### src/rtl/mem_arbiter.sv
// Single-port memory arbiter between instruction fetch and load/store data ports.
// Data has priority; a bounded burst counter keeps fetch from being starved.
module mem_arbiter #(
  parameter int unsigned MAX_D_BURST = 4
) (
  input  logic        clk_i,
  input  logic        rst_i,
  input  logic        i_req_i,
  input  logic [31:0] i_addr_i,
  output logic        i_gnt_o,
  output logic        i_rvalid_o,
  output logic [31:0] i_rdata_o,
  input  logic        d_req_i,
  input  logic        d_we_i,
  input  logic [31:0] d_addr_i,
  input  logic [31:0] d_wdata_i,
  output logic        d_gnt_o,
  output logic        d_rvalid_o,
  output logic [31:0] d_rdata_o,
  output logic        mem_wen_o,
  output logic [31:0] mem_addr_o,
  output logic [31:0] mem_data_o,
  input  logic [31:0] mem_data_i
);

  // owner     | meaning
  // OWN_NONE  | no access issued last cycle
  // OWN_I     | fetch issued last cycle, response due now
  // OWN_D     | load/store issued last cycle, response due now
  typedef enum logic [1:0] {
    OWN_NONE = 2'd0,
    OWN_I    = 2'd1,
    OWN_D    = 2'd2
  } owner_e;

  localparam logic [3:0] MaxBurst = 4'(MAX_D_BURST);

  owner_e     owner_q, owner_d;
  logic [3:0] starve_q, starve_d;
  logic       gnt_d, gnt_i;

  // Grants are gated by reset so nothing is accepted or written while rst_i is low.
  always_comb begin
    gnt_d = 1'b0;
    gnt_i = 1'b0;
    if (rst_i) begin
      if (d_req_i && (!i_req_i || (starve_q < MaxBurst))) begin
        gnt_d = 1'b1;
      end else if (i_req_i) begin
        gnt_i = 1'b1;
      end
    end
  end

  always_comb begin
    starve_d = starve_q;
    owner_d  = OWN_NONE;
    if (!i_req_i || gnt_i) begin
      starve_d = 4'd0;
    end else if (gnt_d && (starve_q < MaxBurst)) begin
      starve_d = starve_q + 4'd1;
    end
    if (gnt_d) begin
      owner_d = OWN_D;
    end else if (gnt_i) begin
      owner_d = OWN_I;
    end
  end

  always_ff @(posedge clk_i or negedge rst_i) begin
    if (!rst_i) begin
      owner_q  <= OWN_NONE;
      starve_q <= 4'd0;
    end else begin
      owner_q  <= owner_d;
      starve_q <= starve_d;
    end
  end

  assign i_gnt_o    = gnt_i;
  assign d_gnt_o    = gnt_d;
  assign mem_wen_o  = gnt_d & d_we_i;
  assign mem_addr_o = gnt_d ? d_addr_i : i_addr_i;
  assign mem_data_o = d_wdata_i;

  assign i_rvalid_o = (owner_q == OWN_I);
  assign d_rvalid_o = (owner_q == OWN_D);
  assign i_rdata_o  = mem_data_i;
  assign d_rdata_o  = mem_data_i;

endmodule

### config.mk
export PLATFORM = sky130hd
export DESIGN_NAME = mem_arbiter
export DESIGN_NICKNAME = d
export VERILOG_FILES = /design/src/rtl/mem_arbiter.sv
export SDC_FILE = /design/constraint.sdc
export NUM_CORES = 1
export LEC_CHECK = 0
export CAP_MARGIN = 20
export CORE_AREA = 2 2 105 107
export CTS_BUF_LIST = sky130_fd_sc_hd__clkbuf_4
export DETAILED_ROUTE_END_ITERATION = 12
export DIE_AREA = 0 0 107 109
export PLACE_DENSITY_LB_ADDON = 0.25
export SLEW_MARGIN = 30
export SYNTH_ARGS = -nofsm -noshare
export SYNTH_HDL_FRONTEND = slang
export SYNTH_SLANG_ARGS = --single-unit
### constraint.sdc
create_clock -name clk_i -period 1.65 [get_ports clk_i]
set_clock_uncertainty 0.05 [all_clocks]
set_input_delay 0.495 -clock clk_i [delete_from_list [all_inputs] [get_ports clk_i]]
set_output_delay 0.495 -clock clk_i [all_outputs]
set_load 0.1 [all_outputs]
==> run metrics <==
post-synthesis compound-gate area fraction 2.55%; Die W roughly 110 um; critical path class reg2out; Layout area overhead 75.1%; maximum resistive drop on vdd roughly 0.00021 V; HPWL Detailed 3.60 mm; Final Hold Fails 0; setup TNS -20.19 ns; Congestion Overflow GR 0; CP startpoint starve_q[3]$_DFFE_PN0P_; CTS root buffer clkbuf_4; All-Layer GR Usage around 6.7%; I/O Pins 266; initial core utilization between 10 and 15%; crit path to mem_addr_o[19]; hold crit path type in2async; largest family of logic cells by synthesized area buffers and inverters; Post-Synth XOR/XNOR Area 0%; CTS Buffer Depth 2; gp weighted congestion 0.686; Rows 38; largest net degree at the start of global routing 11; Synth Area in Adders 0.823%; core box area around 0.011 mm2; minimum clock period approximately 2.3 ns; Avg WL per Cell between 10 and 15 um; synthesized flop and latch total 6; Reg area around 150 um2; share of layout cells above drive strength 1 55.6%; router iterations before antenna repair 2; fillcell total roughly 1100; run status finished with violations; # clock sinks 6; Final Slew Violations 0; Worst Slack Setup Final -0.604 ns; Setup-failing EPs final 35; crit share post-route 137%; CP Capture Type primary output; design area ~0.0027 mm2; LEAKAGE between 1 and 1.5 nW; sw frac between 40% and 50%; Syn Area/Cell ~9.6 um2; Worst EP arrival between 1.5 and 2 ns; WL final 4.27 mm; H-tree levels 1; Gate Count Post-Synth about 160; Avg Vias per Cell around 3.1; TritonCTS clock tree built; Yosys Warn Count 0; CTS Buf Count 3; Netlist cell types 20; placed inst area approximately 0.0025 mm2; actual slew at the worst max-slew pin roughly 0.20 ns; RSZ-0062 raised after global routing true; Clk pwr share under 10%; reg-to-reg slack, setup 0.30 ns; Fmax ~440 MHz; Cell Int Power a little under 0.0008 W; Die Span Y roughly 110 um; Worst Hold Slack 0.255 ns; port bufs about 110; MaxCap Viol Count 0; number of global-route vias before repair 1083; number of diodes 0; failing checks setup timing; post-synthesis mux area share a little under a third; sequential cell area fraction in the yosys report under 10%; syn nets between 200 and 300; antenna viol nets, final 0; pwr/cell area around 560 mW/mm2; max_slew headroom approximately 86%; first-pass GRT wire length roughly 6 mm; P_sw roughly 0.0007 W; initial antenna violation count 0; Initial DRC Count 18; largest fanout on the critical path 5; via count roughly 1000; nets between 300 and 400; r2r worst-path depth 7; Post-Syn Area between 0.0015 and 0.002 mm2; Synth Area in Simple Gates about 6.0%; sequential share of power a little over a tenth; Worst setup SP type register; drt drc 0; Clock Latency Late Sink ~0.24 ns; Crit Reg-Reg Endpoint owner_q[1]$_DFF_PN0_; Req. time, crit path roughly 1.1 ns; worst slack at placement -0.852 ns; register clock-pin slew on the reported worst setup and hold paths around 0.050 ns; Final Util around a quarter; r2r startpoint starve_q[3]$_DFFE_PN0P_; Logic pwr share approximately 81%; Die ar. between 0.01 and 0.015 mm2; multi-input logic area 658 um2
==> how the worst min path moves through the flow <==
stage / slack (ns) / start / endpoint
floorplan: 0.15 / rst_i / owner_q[0]$_DFF_PN0_
global placement: 0.44 / starve_q[1]$_DFFE_PN0P_ / starve_q[1]$_DFFE_PN0P_
detailed placement: 0.45 / starve_q[1]$_DFFE_PN0P_ / starve_q[1]$_DFFE_PN0P_
CTS: 0.24 / rst_i / starve_q[3]$_DFFE_PN0P_
global route: 0.26 / rst_i / starve_q[3]$_DFFE_PN0P_
finish: 0.26 / rst_i / starve_q[2]$_DFFE_PN0P_
==> layout make-up <==
type	instances	share of cell area, %
repair buffers	124	61.9
clock buffers	3	0.846
well taps	140	6.58
flip-flops and latches	6	5.64
multi-input cells	53	24.7
inverters	1	0.282
==> cells in the mapped netlist, drive strengths merged <==
master	number	area share, %
o21ai	3	1.2
nor2b	3	1.2
a21oi	2	0.66
inv	1	0.25
ha	1	0.82
a32o	1	0.66
dfrtp	6	9.9
and3	1	0.41
mux2	32	31
buf	99	50
nand2	3	0.74
nand3b	2	0.99
nand3	2	1.5
nor2	1	0.25
and2	2	0.91
==> worst max-delay path, stage by stage, from the launching register on <==
cell and delay, ns:
dfrtp_1 0.40, o21ai_4 0.18, nand3_4 0.10, buf_12 0.15, buf_4 0.15, mux2_4 0.31, buf_12 0.17
==> routing by layer <==
metal	GRT usage [%]	wire length, um	vias to the layer above
met4	2.13	55	0
met5	0	0	-
met3	2.99	620	12
li1	-	-	484
met2	11.6	2090	82
met1	7.22	1500	451
==> cells by family after synthesis <==
group	after synthesis
compound gates	6
fa+ha+maj	1
buf+inv	100
flops	6
mux	32
simple gates	14
==> metrics by stage <==
| step | instances | power, W |
|---|---|---|
| 2_1_floorplan | 159 | 0.00191 |
| 3_3_place_gp | 316 | 0.00132 |
| 3_5_place_dp | 316 | 0.00132 |
| 4_1_cts | 326 | 0.00150 |
| 5_1_grt | 327 | 0.00153 |
| 6_report | 327 | 0.00148 |
==> sequential cells by signal, summed over array words and instances, names as in the netlist <==
register / cells
starve_q: 4
owner_q: 2
==> what timing repair did <==
| action | 4_1_cts | 5_1_grt |
|---|---|---|
| setup buffers | 5 | 2 |
| gates cloned | 2 | 0 |
| hold endpoints to repair | 0 | 0 |
| resized for setup | 23 | 1 |
| setup endpoints to repair | 35 | 35 |
| hold buffers | 0 | 0 |
| pin swaps | 3 | 2 |
==> power groups by stage <==
stage                     registers (W)  clock network (W)  logic, W
after detailed placement       0.000158                  0   0.00117
final                          0.000155           0.000133   0.00119
after CTS                      0.000155           0.000141   0.00121
after floorplan                0.000157                  0   0.00175
after global placement         0.000158                  0   0.00116
after global routing           0.000156           0.000147   0.00122
==> layout by cell type (no fill, tap or decap) <==
master and instances:
clkdlybuf4s50_1 65, buf_12 41, mux2_4 29, buf_6 8
dfrtp_1 6, buf_4 6, mux2_2 3, clkbuf_4 3
buf_2 3, nor2b_4 2, nand2_1 2, nand3b_1 2
o21ai_0 2, o21ai_4 1, nand3_4 1, clkinvlp_4 1
nor2_4 1, nand2_2 1, a21oi_4 1, a21oi_1 1
and2_4 1, nor2b_1 1, and2_2 1, nand3_1 1
and3_1 1, a32o_1 1, ha_1 1, buf_16 1
(Power assumes the default switching activity.)
